### src/rtl/rr_arbiter_pkg.sv
// -----------------------------------------------------------------------------
// rr_arbiter_pkg
// Shared types and helpers for the round-robin arbiter.
//   arb_state_t : arbiter control state (ARB_IDLE, ARB_GRANT)
//   wrap_inc    : index increment that wraps from width-1 back to 0 without a
//                 modulo, so non-power-of-two widths stay cheap and correct.
// -----------------------------------------------------------------------------
package rr_arbiter_pkg;

   typedef enum logic {
      ARB_IDLE  = 1'b0,
      ARB_GRANT = 1'b1
   } arb_state_t;

   function automatic int wrap_inc(input int idx, input int width);
      return (idx == width - 1) ? 0 : idx + 1;
   endfunction

endpackage

### src/rtl/masked_priority_encoder.sv
// -----------------------------------------------------------------------------
// masked_priority_encoder
// Finds the first set bit of i_vec searching upward from i_pivot and wrapping
// past the top bit back to bit 0.
//   WIDTH    : number of input bits
//   LSB      : numbering of the lowest bit of i_vec / o_onehot
// Ports:
//   i_vec    in  WIDTH          candidate vector
//   i_pivot  in  $clog2(WIDTH)  position (0-based) where the search starts
//   o_valid  out 1              any bit of i_vec set
//   o_idx    out $clog2(WIDTH)  0-based position of the winner
//   o_onehot out WIDTH          one-hot winner (zero when o_valid is low)
// -----------------------------------------------------------------------------
module masked_priority_encoder
   import rr_arbiter_pkg::*;
#(
   parameter int WIDTH = 4,
   parameter int LSB   = 0
) (
   input  logic [LSB+WIDTH-1:LSB]     i_vec,
   input  logic [$clog2(WIDTH)-1:0]   i_pivot,
   output logic                       o_valid,
   output logic [$clog2(WIDTH)-1:0]   o_idx,
   output logic [LSB+WIDTH-1:LSB]     o_onehot
);

   localparam int IDX_W = $clog2(WIDTH);

   // Bits of an index position, as a constant mask over the vector positions:
   // mask(b) has bit i set when bit b of i is set.
   function automatic logic [WIDTH-1:0] idx_bit_mask(input int b);
      logic [WIDTH-1:0] m;
      m = '0;
      for (int i = 0; i < WIDTH; i++) begin
         if (((i >> b) & 1) == 1) m = m | (WIDTH'(1) << i);
      end
      return m;
   endfunction

   logic [WIDTH-1:0] vec;
   logic [WIDTH-1:0] upper_vec;
   logic [WIDTH-1:0] search_vec;
   logic [WIDTH-1:0] lowest;

   assign vec = i_vec;

   // Bits at or above the pivot get first pick; if none is set the search
   // wraps and the lowest set bit of the whole vector wins.
   assign upper_vec  = vec & ~((WIDTH'(1) << i_pivot) - WIDTH'(1));
   assign search_vec = (|upper_vec) ? upper_vec : vec;
   // Isolate the lowest set bit (two's-complement trick).
   assign lowest     = search_vec & (~search_vec + WIDTH'(1));

   assign o_valid  = |vec;
   assign o_onehot = lowest;

   genvar gi;
   generate
      for (gi = 0; gi < IDX_W; gi++) begin : g_idx_bit
         assign o_idx[gi] = |(lowest & idx_bit_mask(gi));
      end
   endgenerate

endmodule

### src/rtl/round_robin_arbiter.sv
// -----------------------------------------------------------------------------
// round_robin_arbiter
// Round-robin arbiter sharing one resource among WIDTH requesters. The grant is
// registered and held until the owner drops its request; the next owner is the
// first requester after the previous owner, handed off on the same edge.
// Optional feature macro: RR_ARB_TIMEOUT_EN (forced handoff after MAX_HOLD
// cycles, signalled by o_timeout).
// Ports:
//   i_clk      in  1              clock, rising edge
//   i_rst_n    in  1              asynchronous active-low reset
//   i_req      in  WIDTH          level request per requester
//   o_gnt      out WIDTH          registered one-hot grant
//   o_gnt_idx  out $clog2(WIDTH)  owner index, valid while o_busy is high
//   o_busy     out 1              a grant is active
//   o_timeout  out 1              one-cycle pulse on forced handoff (macro only)
// -----------------------------------------------------------------------------
module round_robin_arbiter
   import rr_arbiter_pkg::*;
#(
   parameter int WIDTH    = 4,
   parameter int MAX_HOLD = 16
) (
   input  logic                      i_clk,
   input  logic                      i_rst_n,
   input  logic [WIDTH-1:0]          i_req,
   output logic [WIDTH-1:0]          o_gnt,
   output logic [$clog2(WIDTH)-1:0]  o_gnt_idx,
   output logic                      o_busy
`ifdef RR_ARB_TIMEOUT_EN
   ,
   output logic                      o_timeout
`endif
);

   localparam int IDX_W = $clog2(WIDTH);

   arb_state_t        state_q, state_d;
   logic [WIDTH-1:0]  gnt_q, gnt_d;
   logic [IDX_W-1:0]  gnt_idx_q, gnt_idx_d;
   logic [IDX_W-1:0]  last_idx_q, last_idx_d;

   logic [IDX_W-1:0]  pivot;
   logic [WIDTH-1:0]  cand_vec;
   logic              enc_valid;
   logic [IDX_W-1:0]  enc_idx;
   logic [WIDTH-1:0]  enc_onehot;
   logic              owner_req;
   logic              take;

   assign owner_req = |(i_req & gnt_q);
   assign pivot     = IDX_W'(wrap_inc(int'(last_idx_q), WIDTH));

`ifdef RR_ARB_TIMEOUT_EN
   localparam int CNT_W = $clog2(MAX_HOLD + 1);

   logic [CNT_W-1:0]  hold_cnt_q, hold_cnt_d;
   logic              timeout_q, timeout_d;
   logic              hold_expired;

   assign hold_expired = (state_q == ARB_GRANT) && (hold_cnt_q == CNT_W'(MAX_HOLD - 1));
   // On expiry the owner is masked out so only other requesters can win.
   assign cand_vec     = (hold_expired && owner_req) ? (i_req & ~gnt_q) : i_req;
   assign o_timeout    = timeout_q;
`else
   // MAX_HOLD only matters when the hold timeout is compiled in.
   logic [31:0] unused_max_hold;
   assign unused_max_hold = 32'(MAX_HOLD);
   assign cand_vec        = i_req;
`endif

   masked_priority_encoder #(
      .WIDTH (WIDTH),
      .LSB   (0)
   ) u_enc (
      .i_vec    (cand_vec),
      .i_pivot  (pivot),
      .o_valid  (enc_valid),
      .o_idx    (enc_idx),
      .o_onehot (enc_onehot)
   );

   always_comb begin
      state_d    = state_q;
      gnt_d      = gnt_q;
      gnt_idx_d  = gnt_idx_q;
      last_idx_d = last_idx_q;
      take       = 1'b0;
`ifdef RR_ARB_TIMEOUT_EN
      hold_cnt_d = hold_cnt_q;
      timeout_d  = 1'b0;
`endif
      unique case (state_q)
         ARB_IDLE: begin
            take = enc_valid;
         end
         ARB_GRANT: begin
            if (!owner_req) begin
               // Owner released: hand off immediately or fall back to idle.
               take = enc_valid;
               if (!enc_valid) begin
                  state_d = ARB_IDLE;
                  gnt_d   = '0;
               end
            end
`ifdef RR_ARB_TIMEOUT_EN
            else if (hold_expired) begin
               take      = enc_valid;
               timeout_d = enc_valid;
               // Nobody else waiting: owner keeps the grant, window restarts.
               if (!enc_valid) hold_cnt_d = '0;
            end else begin
               hold_cnt_d = hold_cnt_q + CNT_W'(1);
            end
`endif
         end
         default: ;
      endcase
      if (take) begin
         state_d    = ARB_GRANT;
         gnt_d      = enc_onehot;
         gnt_idx_d  = enc_idx;
         last_idx_d = enc_idx;
`ifdef RR_ARB_TIMEOUT_EN
         hold_cnt_d = '0;
`endif
      end
   end

   always_ff @(posedge i_clk or negedge i_rst_n) begin
      if (!i_rst_n) begin
         state_q    <= ARB_IDLE;
         gnt_q      <= '0;
         gnt_idx_q  <= '0;
         // Start "after" the top index so the first arbitration favours 0.
         last_idx_q <= IDX_W'(WIDTH - 1);
`ifdef RR_ARB_TIMEOUT_EN
         hold_cnt_q <= '0;
         timeout_q  <= 1'b0;
`endif
      end else begin
         state_q    <= state_d;
         gnt_q      <= gnt_d;
         gnt_idx_q  <= gnt_idx_d;
         last_idx_q <= last_idx_d;
`ifdef RR_ARB_TIMEOUT_EN
         hold_cnt_q <= hold_cnt_d;
         timeout_q  <= timeout_d;
`endif
      end
   end

   assign o_gnt     = gnt_q;
   assign o_gnt_idx = gnt_idx_q;
   assign o_busy    = (state_q == ARB_GRANT);

endmodule
### config.mk
export PLATFORM = sky130hd
export DESIGN_NAME = round_robin_arbiter
export DESIGN_NICKNAME = d
export VERILOG_FILES = /design/src/rtl/rr_arbiter_pkg.sv /design/src/rtl/masked_priority_encoder.sv /design/src/rtl/round_robin_arbiter.sv
export SDC_FILE = /design/constraint.sdc
export NUM_CORES = 1
export LEC_CHECK = 0
export ABC_AREA = 1
export BUFFER_PORTS_ARGS = -buffer_cell sky130_fd_sc_hd__buf_4
export CELL_PAD_IN_SITES_DETAIL_PLACEMENT = 0
export CELL_PAD_IN_SITES_GLOBAL_PLACEMENT = 1
export CORE_MARGIN = 4
export CORE_UTILIZATION = 36
export DETAILED_ROUTE_END_ITERATION = 16
export GPL_TIMING_DRIVEN = 1
export PLACE_DENSITY_LB_ADDON = 0.08
export SLEW_MARGIN = 10
export SYNTH_ARGS = -nofsm -noshare
export SYNTH_HDL_FRONTEND = slang
export SYNTH_HIERARCHICAL = 1
export SYNTH_SLANG_ARGS = --single-unit
### constraint.sdc
create_clock -name i_clk -period 2.15 [get_ports i_clk]
set_input_delay 0.43 -clock i_clk [delete_from_list [all_inputs] [get_ports i_clk]]
set_output_delay 0.43 -clock i_clk [all_outputs]
set_load 0.005 [all_outputs]
# Yosys cells after proc, flatten, opt, wreduce, memory -nomap -nowiden
# Cells that the tools add are included.
# totals
reg_bits,9
word_cells,36
out_inout_bits,7
# classes
add_sub_neg,3
n_reduce_logical,7
n_mux,12
bitwise_logic,6
shifts,1
n_eq_ne,3
# ops
cell,count
$mux 4,5
$and 4x4->4,3
$reduce_or 4->1,3
$not 4->4,2
$mux 1,5
$add 4x1->4 const B,1
$ne 2x1->1 const B,2
$reduce_or 2->1,2
$shl 1x2->4 const A,1
$sub 4x1->4 const B,1
$reduce_and 3->1,1
$add 2x1->2 const B,1
$eq 2x1->1 const B,1
$mux 2,1
$pmux 1 s2,1
$reduce_bool 2->1,1
$not 1->1,1

# Logic depth before layout (Yosys ltp)
# Gate-level depths: netlist of the first run.
# depth
word_depth,12
ltp_mapped,11
mapped_depth_nobuf,11

# By module
# Netlist of the first run, hierarchy kept.
# by_module_without_submodules
mod,area_each_um2,seq_area_each_um2,cells_each,n_inst
round_robin_arbiter,446.7,227.7,47,1
masked_priority_encoder,126.4,0.0,26,1

# Worst setup path after synthesis of the first run
# No wires, ideal clock.
# synth_timing
path_kind,flip-flop to flip-flop
startpoint,register last_idx_q[0]
endpoint,register gnt_idx_q[1] (netlist: o_gnt_idx[1])
path_buffers,0
setup_ns,0.066
stages_incl_launch_ff,11
arrival_ns,1.478
period_less_slack_ns,1.544
required_ns,2.084
slack_ns,0.606
cell_sequence,dfstp_2 > ha_1 > nand2_2 > nand2_2 > nand3_1 > o21ai_1 > nand2_2 > nand2_1 > a21oi_1 > nand3_2 > nand2_1
# synth_via
elab_chain_cells,12
elab_cells_between_ends,13
cone_classes,add/sub: 3; eq/ne: 1; shift: 1; mux: 2; bitwise: 4; reduce/logical: 2
# synth_rtl
element,line,text
start: declaration,round_robin_arbiter.sv:40,"logic [IDX_W-1:0] last_idx_q, last_idx_d;"
start signal: assignment,round_robin_arbiter.sv:135,last_idx_q <= IDX_W'(WIDTH - 1);
start signal: assignment,round_robin_arbiter.sv:144,last_idx_q <= last_idx_d;
$add 2x1->2 or $eq 2x1->1 (tied branches),rr_arbiter_pkg.sv:16,return (idx == width - 1) ? 0 : idx + 1;
$mux 2 (*),rr_arbiter_pkg.sv:16,
net pivot[1],round_robin_arbiter.sv:42,logic [IDX_W-1:0] pivot;
$shl 1x2->4 (*),masked_priority_encoder.sv:49,assign upper_vec = vec & ~((WIDTH'(1) << i_pivot) - WIDTH'(1));
$sub 4x1->4 (*),masked_priority_encoder.sv:49,
$not 4->4 (*),masked_priority_encoder.sv:49,
$and 4x4->4 (*),masked_priority_encoder.sv:49,
$reduce_or 4->1,masked_priority_encoder.sv:50,assign search_vec = (|upper_vec) ? upper_vec : vec;
$mux 4 (*),masked_priority_encoder.sv:50,
$not 4->4,masked_priority_encoder.sv:52,assign lowest = search_vec & (~search_vec + WIDTH'(1));
$add 4x1->4,masked_priority_encoder.sv:52,
$and 4x4->4 (*),masked_priority_encoder.sv:52,
$reduce_or 2->1 (*),masked_priority_encoder.sv:60,assign o_idx[gi] = |(lowest & idx_bit_mask(gi));
net enc_idx[1],round_robin_arbiter.sv:45,logic [IDX_W-1:0] enc_idx;
end signal: assignment,round_robin_arbiter.sv:143,gnt_idx_q <= gnt_idx_d;
end: declaration,round_robin_arbiter.sv:39,"logic [IDX_W-1:0] gnt_idx_q, gnt_idx_d;"
# The timed path passes the listed nets; every way through them passes the cells marked *.
# A chain may end at the register's enable or synchronous reset.

# Worst setup path after layout of the first run
# Ends and elaborated chain as after synthesis.

==> flow_summary.json, run 1 <==
{
  "clk_pin_slew_ps": 60,
  "die_area_um2": 2290,
  "routed_wl_um": 1150,
  "place.gp.congestion": 0.740,
  "first_global_vias": 463,
  "fin_crit_sh_pct": 78.3,
  "synthTopCellsByArea": "dfrtp_1 31%, nand2_1 14%, dfstp_2 9.2%, nand3_1 8.7%, nand2_2 5.5%",
  "fillers": 155,
  "start_util_pct": 38.0,
  "ant_nets": 0,
  "fin_area_um2": 716,
  "ir_drop_v": 0.000548,
  "grt_max_degree": 10,
  "die_w_um": 47.9,
  "wl_met2_um": 487,
  "worstPathArrival_ps": 1880,
  "drt-met1-wl_um": 592,
  "slew-limit-headroom_pct": 80.7,
  "viasPerCell": 4.70,
  "wl_per_cell_um": 10.8,
  "yosysMostFrequentCell": "nand2_1",
  "syn_to_final_growth_pct": 24.9,
  "dp_cells": 101,
  "setup_violations": 0,
  "root_buffer": "clkbuf_4",
  "synth_ff_type": "dfrtp_1",
  "fmax_mhz": 594,
  "synth_async_sr_flop_share_pct": 100,
  "final_cell_count_no_fill": 106,
  "portBuffers": 12,
  "highest_layer": "met4",
  "cp.required_ps": 2340,
  "p_leak_nw": 0.407,
  "power_density_nw_per_um2": 1320,
  "nets": 98,
  "cp-start-kind": "register",
  "hp-class": "register to register",
  "cts_setup_buffers": 0,
  "yosys.cell_types.count": 19,
  "synthesis.area_um2": 573,
  "outcome": "finished clean",
  "htree_levels": 1,
  "syn-mean-instance-area_um2": 7.85,
  "postSynthCellCount": 73,
  "setup_tns_ps": 0,
  "rsz0062_at_grt": "false",
  "n_antenna_cell": 0,
  "synth-edff-count": 0,
  "clkLatencyLatePin_ps": 250,
  "tritoncts": "yes",
  "report.final.slew_viol_count": 0,
  "finalWorstPathRequiredPeriod_ps": 1680,
  "dpl_cell_area_um2": 679,
  "met3_wirelength_um": 54,
  "drive_gt1_share_pct": 37.8,
  "dpl_worst_slack_ps": 479,
  "num_rows": 14,
  "drc_errors": 0,
  "cts_buffers": 3,
  "place_hpwl_um": 941,
  "worst_slack_ps": 466,
  "clock_skew_ps": 0.777,
  "track_usage_pct": 12.1,
  "synth_seq_area_share_pct": 39.7,
  "final-hold-violation-count": 0,
  "synthTopCellsByCount": "22 x nand2_1, 10 x nand3_1, 7 x dfrtp_1, 7 x inv_1, 5 x nand2_2",
  "post-route-util_pct": 47.5,
  "clk_path_buf_depth": 2,
  "io_pins": 13,
  "drt_pass1_iterations": 4,
  "path_max_fanout": 4,
  "critical_path_class": "register to register",
  "yosysWarningCount": 6,
  "cp-end-kind": "register",
  "synth_largest_area_cell": "dfrtp_1",
  "ys_seq_elements": 9,
  "clock-sinks": 9,
  "drv_cap": 0,
  "tightest_slew_ps": 288,
  "core_um2": 1510,
  "drt_iter0_markers": 8,
  "syn-num-nets": 80,
  "num_vias": 498,
  "gr-total-overflow": 0,
  "synth_top_cell_area_share_pct": 30.6,
  "grt_pass1_wl_um": 1930,
  "antenna_found_initial": 0,
  "dieHeight_um": 47.9
}
## power breakdown
group	switching [mW]	internal, mW
registers	0.0503	0.251
clock network	0.0546	0.0712
logic	0.300	0.219
total	0.405	0.541
## path summary, 6_finish.rpt
kind | start | to | slack, ps | cells past startpoint
max | last_idx_q[0] | o_gnt_idx[1] | 470 | 10
min | last_idx_q[1] | last_idx_q[1] | 460 | 2
max reg2reg | last_idx_q[0] | o_gnt_idx[1] | 470 | 10
min reg2reg | last_idx_q[1] | last_idx_q[1] | 460 | 2
max in group asynchronous | i_rst_n | last_idx_q[0] | 1410 | 2
min in group asynchronous | i_rst_n | o_gnt[2] | 530 | 2
## repair_timing
action,4_1_cts,5_1_grt
hold buffers,1,0
endpoints found under the hold margin,7,0
resized for setup,0,0
## cell families after synthesis
kind of cell,Yosys count,share of synthesized area (%)
fa+ha+maj,1,2.18
buf+inv,10,7.86
flops,9,39.7
compound gates,4,6.11
simple gates,49,44.1
## registers in the layout (all words and copies together), names as in the netlist
| name | cells |
|---|---|
| o_gnt_idx | 2 |
| last_idx_q | 2 |
| o_busy | 1 |
| o_gnt | 4 |
## per-stage QoR
| stage | hold slack, ps | total power [mW] |
|---|---|---|
| finish | 462 | 0.946 |
| global route | 477 | 1.05 |
| CTS | 464 | 0.964 |
| detailed placement | 257 | 0.829 |
| global placement | 256 | 0.830 |
| floorplan | 134 | 0.669 |
## per-layer routing
metal  vias up  track usage, %
met1       223            17.8
met5         -               0
met4         0            8.06
met3         2            1.13
met2         7            16.6
li1        266               -
## placed cells by master (no fill, tap or decap)
master and n:
nand3_1 10, a21oi_1 1, inv_1 7, nand2_2 5, dfstp_2 2, clkbuf_4 3
nor2_2 1, nor2_1 4, inv_2 2, nand3_2 3, nand4_1 1, nand2_1 22
o21ai_2 1, nand2_4 2, or2_4 1, dfrtp_1 7, buf_4 13, o21ai_4 1
ha_1 1, dlygate4sd3_1 1, o21ai_1 1, clkbuf_1 1
## worst max-delay path: stages, from the launching register on
cell and delay (ps):
dfstp_2 540, ha_1 280, nand2_2 100, nand2_2 50, nand3_1 60, o21ai_1 80
nand2_2 100, nand2_1 70, a21oi_1 150, nand3_2 100, nand2_1 90
## layout make-up
| cell class | instances | area, um2 | area share, % |
|---|---|---|---|
| Clock buffer | 4 | 26.3 | 3.67 |
| Inverter | 9 | 33.8 | 4.72 |
| Sequential cell | 9 | 228 | 31.8 |
| Tap cell | 16 | 20.0 | 2.80 |
| Timing Repair Buffer | 14 | 108 | 15.0 |
| Multi-Input combinational cell | 54 | 300 | 42.0 |
Note: power is estimated with default switching activity, not from simulation.
==> run 2, diff against run 1 <==
==> constraint.sdc (replaced) <==
create_clock -name i_clk -period 1.7 [get_ports i_clk]
set_input_delay 0.34 -clock i_clk [delete_from_list [all_inputs] [get_ports i_clk]]
set_output_delay 0.34 -clock i_clk [all_outputs]
set_load 0.005 [all_outputs]
==> run 2 against run 1 <==
Against the previous run: worst setup slack worse by 350 ps; sequential power up 31%; count of clock-buffer cells in the layout unchanged; maximum frequency rose by 6.1%; register-to-register slack worse by 350 ps; largest cell class unchanged; highest routed layer unchanged; sequential cell count unchanged; wire length grew 6.1%.
==> flow_summary.json, run 2 (synthesis gave the netlist of run 1 again) <==
{
  "worstPathArrival_ps": 1780,
  "tritoncts": "yes",
  "core_um2": 1510,
  "critical_path_class": "register to register",
  "n_antenna_cell": 0,
  "slowest_stage": "dfstp_2",
  "largest_reg_flops": 4,
  "drv_cap": 0,
  "num_rows": 14,
  "cp-end-kind": "register",
  "layout_commonest_cell": "nand2_1",
  "grt_pass1_wl_um": 1990,
  "final_cell_mix": "21 x nand2_1, 15 x buf_4, 9 x nand3_1, 7 x inv_1, 7 x dfrtp_1",
  "die_area_um2": 2290,
  "first_global_vias": 451,
  "cp.required_ps": 1900,
  "slew-limit-headroom_pct": 80.8,
  "root_buffer": "clkbuf_4",
  "dieHeight_um": 47.9,
  "ff2ff_path_depth": 10,
  "outcome": "finished clean",
  "cts_buffers": 3,
  "clock-sinks": 9,
  "clock_skew_ps": 2.16,
  "r2r-end": "o_gnt_idx[0]",
  "fin_crit_sh_pct": 93.4,
  "fmax_mhz": 630,
  "routed_wl_um": 1220,
  "syn_to_final_growth_pct": 33.2,
  "portBuffers": 12,
  "setup_violations": 0,
  "hp-class": "primary input to asynchronous set/reset pin",
  "drt_pass1_iterations": 2,
  "final-hold-violation-count": 0,
  "p_leak_nw": 0.423,
  "wl_per_cell_um": 11.3,
  "place_hpwl_um": 943,
  "rrSetupSlack_ps": 110,
  "drc_errors": 0,
  "htree_levels": 1,
  "drive_gt1_share_pct": 44.6,
  "start_util_pct": 38.0,
  "viasPerCell": 4.70,
  "crit_start": "last_idx_q[0]",
  "cp-start-kind": "register",
  "clk_pin_slew_ps": 60,
  "setup_tns_ps": 0,
  "whs_ps": 441,
  "path_max_fanout": 3,
  "ir_drop_v": 0.000764,
  "nets": 100,
  "grt_max_degree": 10,
  "power_density_nw_per_um2": 1740,
  "gr-total-overflow": 0,
  "track_usage_pct": 12.8,
  "report.final.slew_viol_count": 0,
  "cp_cell_sequence": "ha_4, nor2_1, nand2_4, o21ai_2, inv_2, nor2_2, nand3_2, nand2_1, nand3_2, nand2_1",
  "power_mw": 1.33,
  "die_w_um": 47.9,
  "slowest_delay_ps": 390,
  "post-route-util_pct": 50.7,
  "finalWorstPathRequiredPeriod_ps": 1590,
  "tightest_slew_ps": 287,
  "clkLatencyLatePin_ps": 250,
  "place.gp.congestion": 0.723,
  "antenna_found_initial": 0,
  "clk_path_buf_depth": 2,
  "io_pins": 13,
  "num_vias": 508,
  "drt_iter0_markers": 3,
  "ant_nets": 0,
  "r2r_start": "last_idx_q[0]"
}
## run 2: layout make-up
| type | count | area (um2) |
|---|---|---|
| Inverter | 9 | 33.8 |
| Multi-Input combinational cell | 54 | 333 |
| Sequential cell | 9 | 228 |
| Timing Repair Buffer | 16 | 123 |
| Clock buffer | 4 | 26.3 |
| Fill cell | 142 | 743 |
| Tap cell | 16 | 20.0 |
## run 2: stage by stage
stage / instance area, um2 / std cells / setup WS [ps]
6_report: 763 / 108 / 112
5_1_grt: 763 / 108 / -19.9
4_1_cts: 719 / 106 / 28.3
3_5_place_dp: 679 / 101 / 16.4
3_3_place_gp: 679 / 101 / 24.2
2_1_floorplan: 573 / 73 / 156
## run 2: worst max path at each step
stage                                to  depth (start not counted)
after floorplan            o_gnt_idx[1]                         10
after global placement     o_gnt_idx[1]                         10
after detailed placement  last_idx_q[1]                         10
after CTS                  o_gnt_idx[1]                         10
after global routing       o_gnt_idx[0]                         10
final                      o_gnt_idx[0]                         10
## run 2: where the power goes
group | switching, mW | total, mW | internal, mW | leakage (nW)
Clock | 0.0712 | 0.161 | 0.0902 | 0.0150
Sequential | 0.0751 | 0.394 | 0.319 | 0.108
Combinational | 0.428 | 0.776 | 0.348 | 0.301
Total | 0.574 | 1.33 | 0.757 | 0.423
## run 2: layer usage
layer,wire length [um],vias to the layer above,track usage (%)
met4,12,0,8.06
met3,53,2,2.26
met1,616,231,18.7
met5,0,-,0
met2,533,7,17.2
li1,-,268,-
## run 2: worst max-delay path, delay by kind of cell, from the launching register on
| kind | cells | cell delay [ps] |
|---|---|---|
| AOI/OAI and AO/OA | 1 | 190 |
| adders and majority gates | 1 | 140 |
| buffers and inverters | 1 | 50 |
| DFF | 1 | 390 |
| and+or+nand+nor | 7 | 760 |
## run 2: repair_timing
item	4_1_cts	5_1_grt
setup endpoints to repair	1	6
cloned	0	0
pin swaps	0	7
buffers inserted	0	2
gates resized for setup	1	5
hold buffers	1	0
endpoints found under the hold margin	7	0
==> run 3, diff against run 2 <==
--- a/config.mk
+++ b/config.mk
@@ -6,12 +6,12 @@
 export NUM_CORES = 1
 export LEC_CHECK = 0
 export ABC_AREA = 1
-export BUFFER_PORTS_ARGS = -buffer_cell sky130_fd_sc_hd__buf_4
 export CELL_PAD_IN_SITES_DETAIL_PLACEMENT = 0
 export CELL_PAD_IN_SITES_GLOBAL_PLACEMENT = 1
-export CORE_MARGIN = 4
-export CORE_UTILIZATION = 36
+export CORE_MARGIN = 8
+export CORE_UTILIZATION = 42
 export DETAILED_ROUTE_END_ITERATION = 16
+export DONT_BUFFER_PORTS = 1
 export GPL_TIMING_DRIVEN = 1
 export PLACE_DENSITY_LB_ADDON = 0.08
 export SLEW_MARGIN = 10
==> run 3 against run 2 <==
Against the previous run: core utilization hardly changed; die area is 22% higher; worst setup slack worse by 0.51 ps; critical path depth unchanged; power shrank 11%; non-clock buffer count is 13 lower; combinational power decreased by 21%; largest cell class unchanged.
==> flow_summary.json, run 3 (synthesis gave the netlist of run 1 again) <==
{
  "whs_path_depth": 4,
  "tritoncts": "yes",
  "routed_wl_um": 1240,
  "tightest_slew_ps": 406,
  "ir_drop_v": 0.000742,
  "core_um2": 1280,
  "clkLatencyLatePin_ps": 250,
  "power_density_nw_per_um2": 1810,
  "final-hold-violation-count": 0,
  "die_w_um": 52.9,
  "layout_commonest_cell": "nand2_1",
  "drv_cap": 0,
  "start_util_pct": 44.6,
  "drive_gt1_share_pct": 32.9,
  "clock_skew_ps": 0.654,
  "n_antenna_cell": 0,
  "cp_cell_sequence": "ha_4, inv_1, nand2_1, nand3_1, o21ai_1, nand2_2, nand2_2, a21oi_2, nand3_2, nand2_1",
  "cts_buffers": 3,
  "antenna_found_initial": 0,
  "slowest_stage": "dfstp_2",
  "num_rows": 13,
  "outcome": "finished clean",
  "syn_to_final_growth_pct": 13.5,
  "htree_levels": 1,
  "min_from": "i_req[3]",
  "finalWorstPathRequiredPeriod_ps": 1590,
  "slew-limit-headroom_pct": 72.8,
  "viasPerCell": 4.95,
  "place_hpwl_um": 973,
  "rrSetupSlack_ps": 110,
  "p_leak_nw": 0.352,
  "fmax_mhz": 630,
  "drc_errors": 0,
  "cp.required_ps": 1890,
  "ff2ff_path_depth": 10,
  "path_max_fanout": 4,
  "portBuffers": 0,
  "r2r-end": "o_gnt_idx[1]",
  "fin_crit_sh_pct": 93.4,
  "largest_reg_flops": 4,
  "report.final.slew_viol_count": 0,
  "track_usage_pct": 9.12,
  "hp-class": "primary input to register",
  "final_cell_mix": "21 x nand2_1, 10 x nand3_1, 7 x inv_1, 7 x dfrtp_1, 6 x nand2_2",
  "root_buffer": "clkbuf_4",
  "cp-end-kind": "register",
  "r2r_start": "last_idx_q[0]",
  "io_pins": 13,
  "cp-start-kind": "register",
  "drt_iter0_markers": 5,
  "clk_path_buf_depth": 2,
  "grt_pass1_wl_um": 1940,
  "wl_per_cell_um": 13.2,
  "gr-total-overflow": 0,
  "nets": 87,
  "post-route-util_pct": 50.6,
  "critical_path_class": "register to register",
  "crit_start": "last_idx_q[0]",
  "place.gp.congestion": 0.746,
  "num_vias": 465,
  "first_global_vias": 422,
  "clk_pin_slew_ps": 60,
  "crit_buf_inv": 1,
  "slowest_delay_ps": 560,
  "ant_nets": 0,
  "cp_top_family": "flip-flops",
  "drt_pass1_iterations": 4,
  "holdPathEnd": "last_idx_q[0]",
  "whs_ps": 333,
  "dieHeight_um": 52.9,
  "clock-sinks": 9,
  "setup_violations": 0,
  "die_area_um2": 2800,
  "worstPathArrival_ps": 1780,
  "grt_max_degree": 10
}
-- run 3: cell types whose count changed in the layout (fill, tap and decap cells not counted), sizes merged --
cell	previous run	this run
buf	15	2
-- run 3: worst max-delay path by stage --
stage | endpoint | slack [ps] | cells past startpoint
floorplan | o_gnt_idx[1] | 160 | 10
global placement | o_gnt_idx[1] | 50 | 10
detailed placement | o_gnt_idx[1] | 60 | 10
CTS | o_gnt_idx[1] | 40 | 10
global route | o_gnt_idx[1] | -20 | 10
finish | o_gnt_idx[1] | 110 | 10
-- run 3: cell type report --
class                           instances  area (um2)
Timing Repair Buffer                    3        25.0
Sequential cell                         9         228
Fill cell                             139         634
Multi-Input combinational cell         54         319
Clock buffer                            4        26.3
Inverter                                9        33.8
Tap cell                               15        18.8
-- run 3: per-stage QoR --
step                      worst slack, ps  cell area [um2]  setup TNS, ps  instances  power (mW)
final                                 112              651              0         94        1.18
after global routing                -17.3              651          -17.3         94        1.29
after floorplan                       156              573              0         73       0.847
after detailed placement             64.7              596              0         89       0.963
after CTS                            39.5              632              0         94        1.14
after global placement               52.4              596              0         89       0.960
-- run 3: tightest hold or removal path, stage by stage --
cell and delay [ps]:
nand3_2 60, nand2_1 60, nand3_2 70, nand2_1 50
-- run 3: repair_timing --
item                                    4_1_cts  5_1_grt
buffers inserted                              0        0
endpoints found under the setup margin        0        5
resized for setup                             0        3
endpoints found under the hold margin         9        0
hold buffers                                  1        0
-- run 3: power by group --
| group | switching [mW] | internal, mW |
|---|---|---|
| combinational | 0.369 | 0.244 |
| sequential | 0.0878 | 0.319 |
| clock | 0.0696 | 0.0901 |
-- run 3: routing by layer --
layer | up-vias | routed length, um | global-route usage [%]
met5 | - | 0 | 0
met4 | 0 | 9 | 5.17
met3 | 2 | 98 | 3.08
met2 | 11 | 562 | 12.7
met1 | 211 | 566 | 11.8
li1 | 241 | - | -
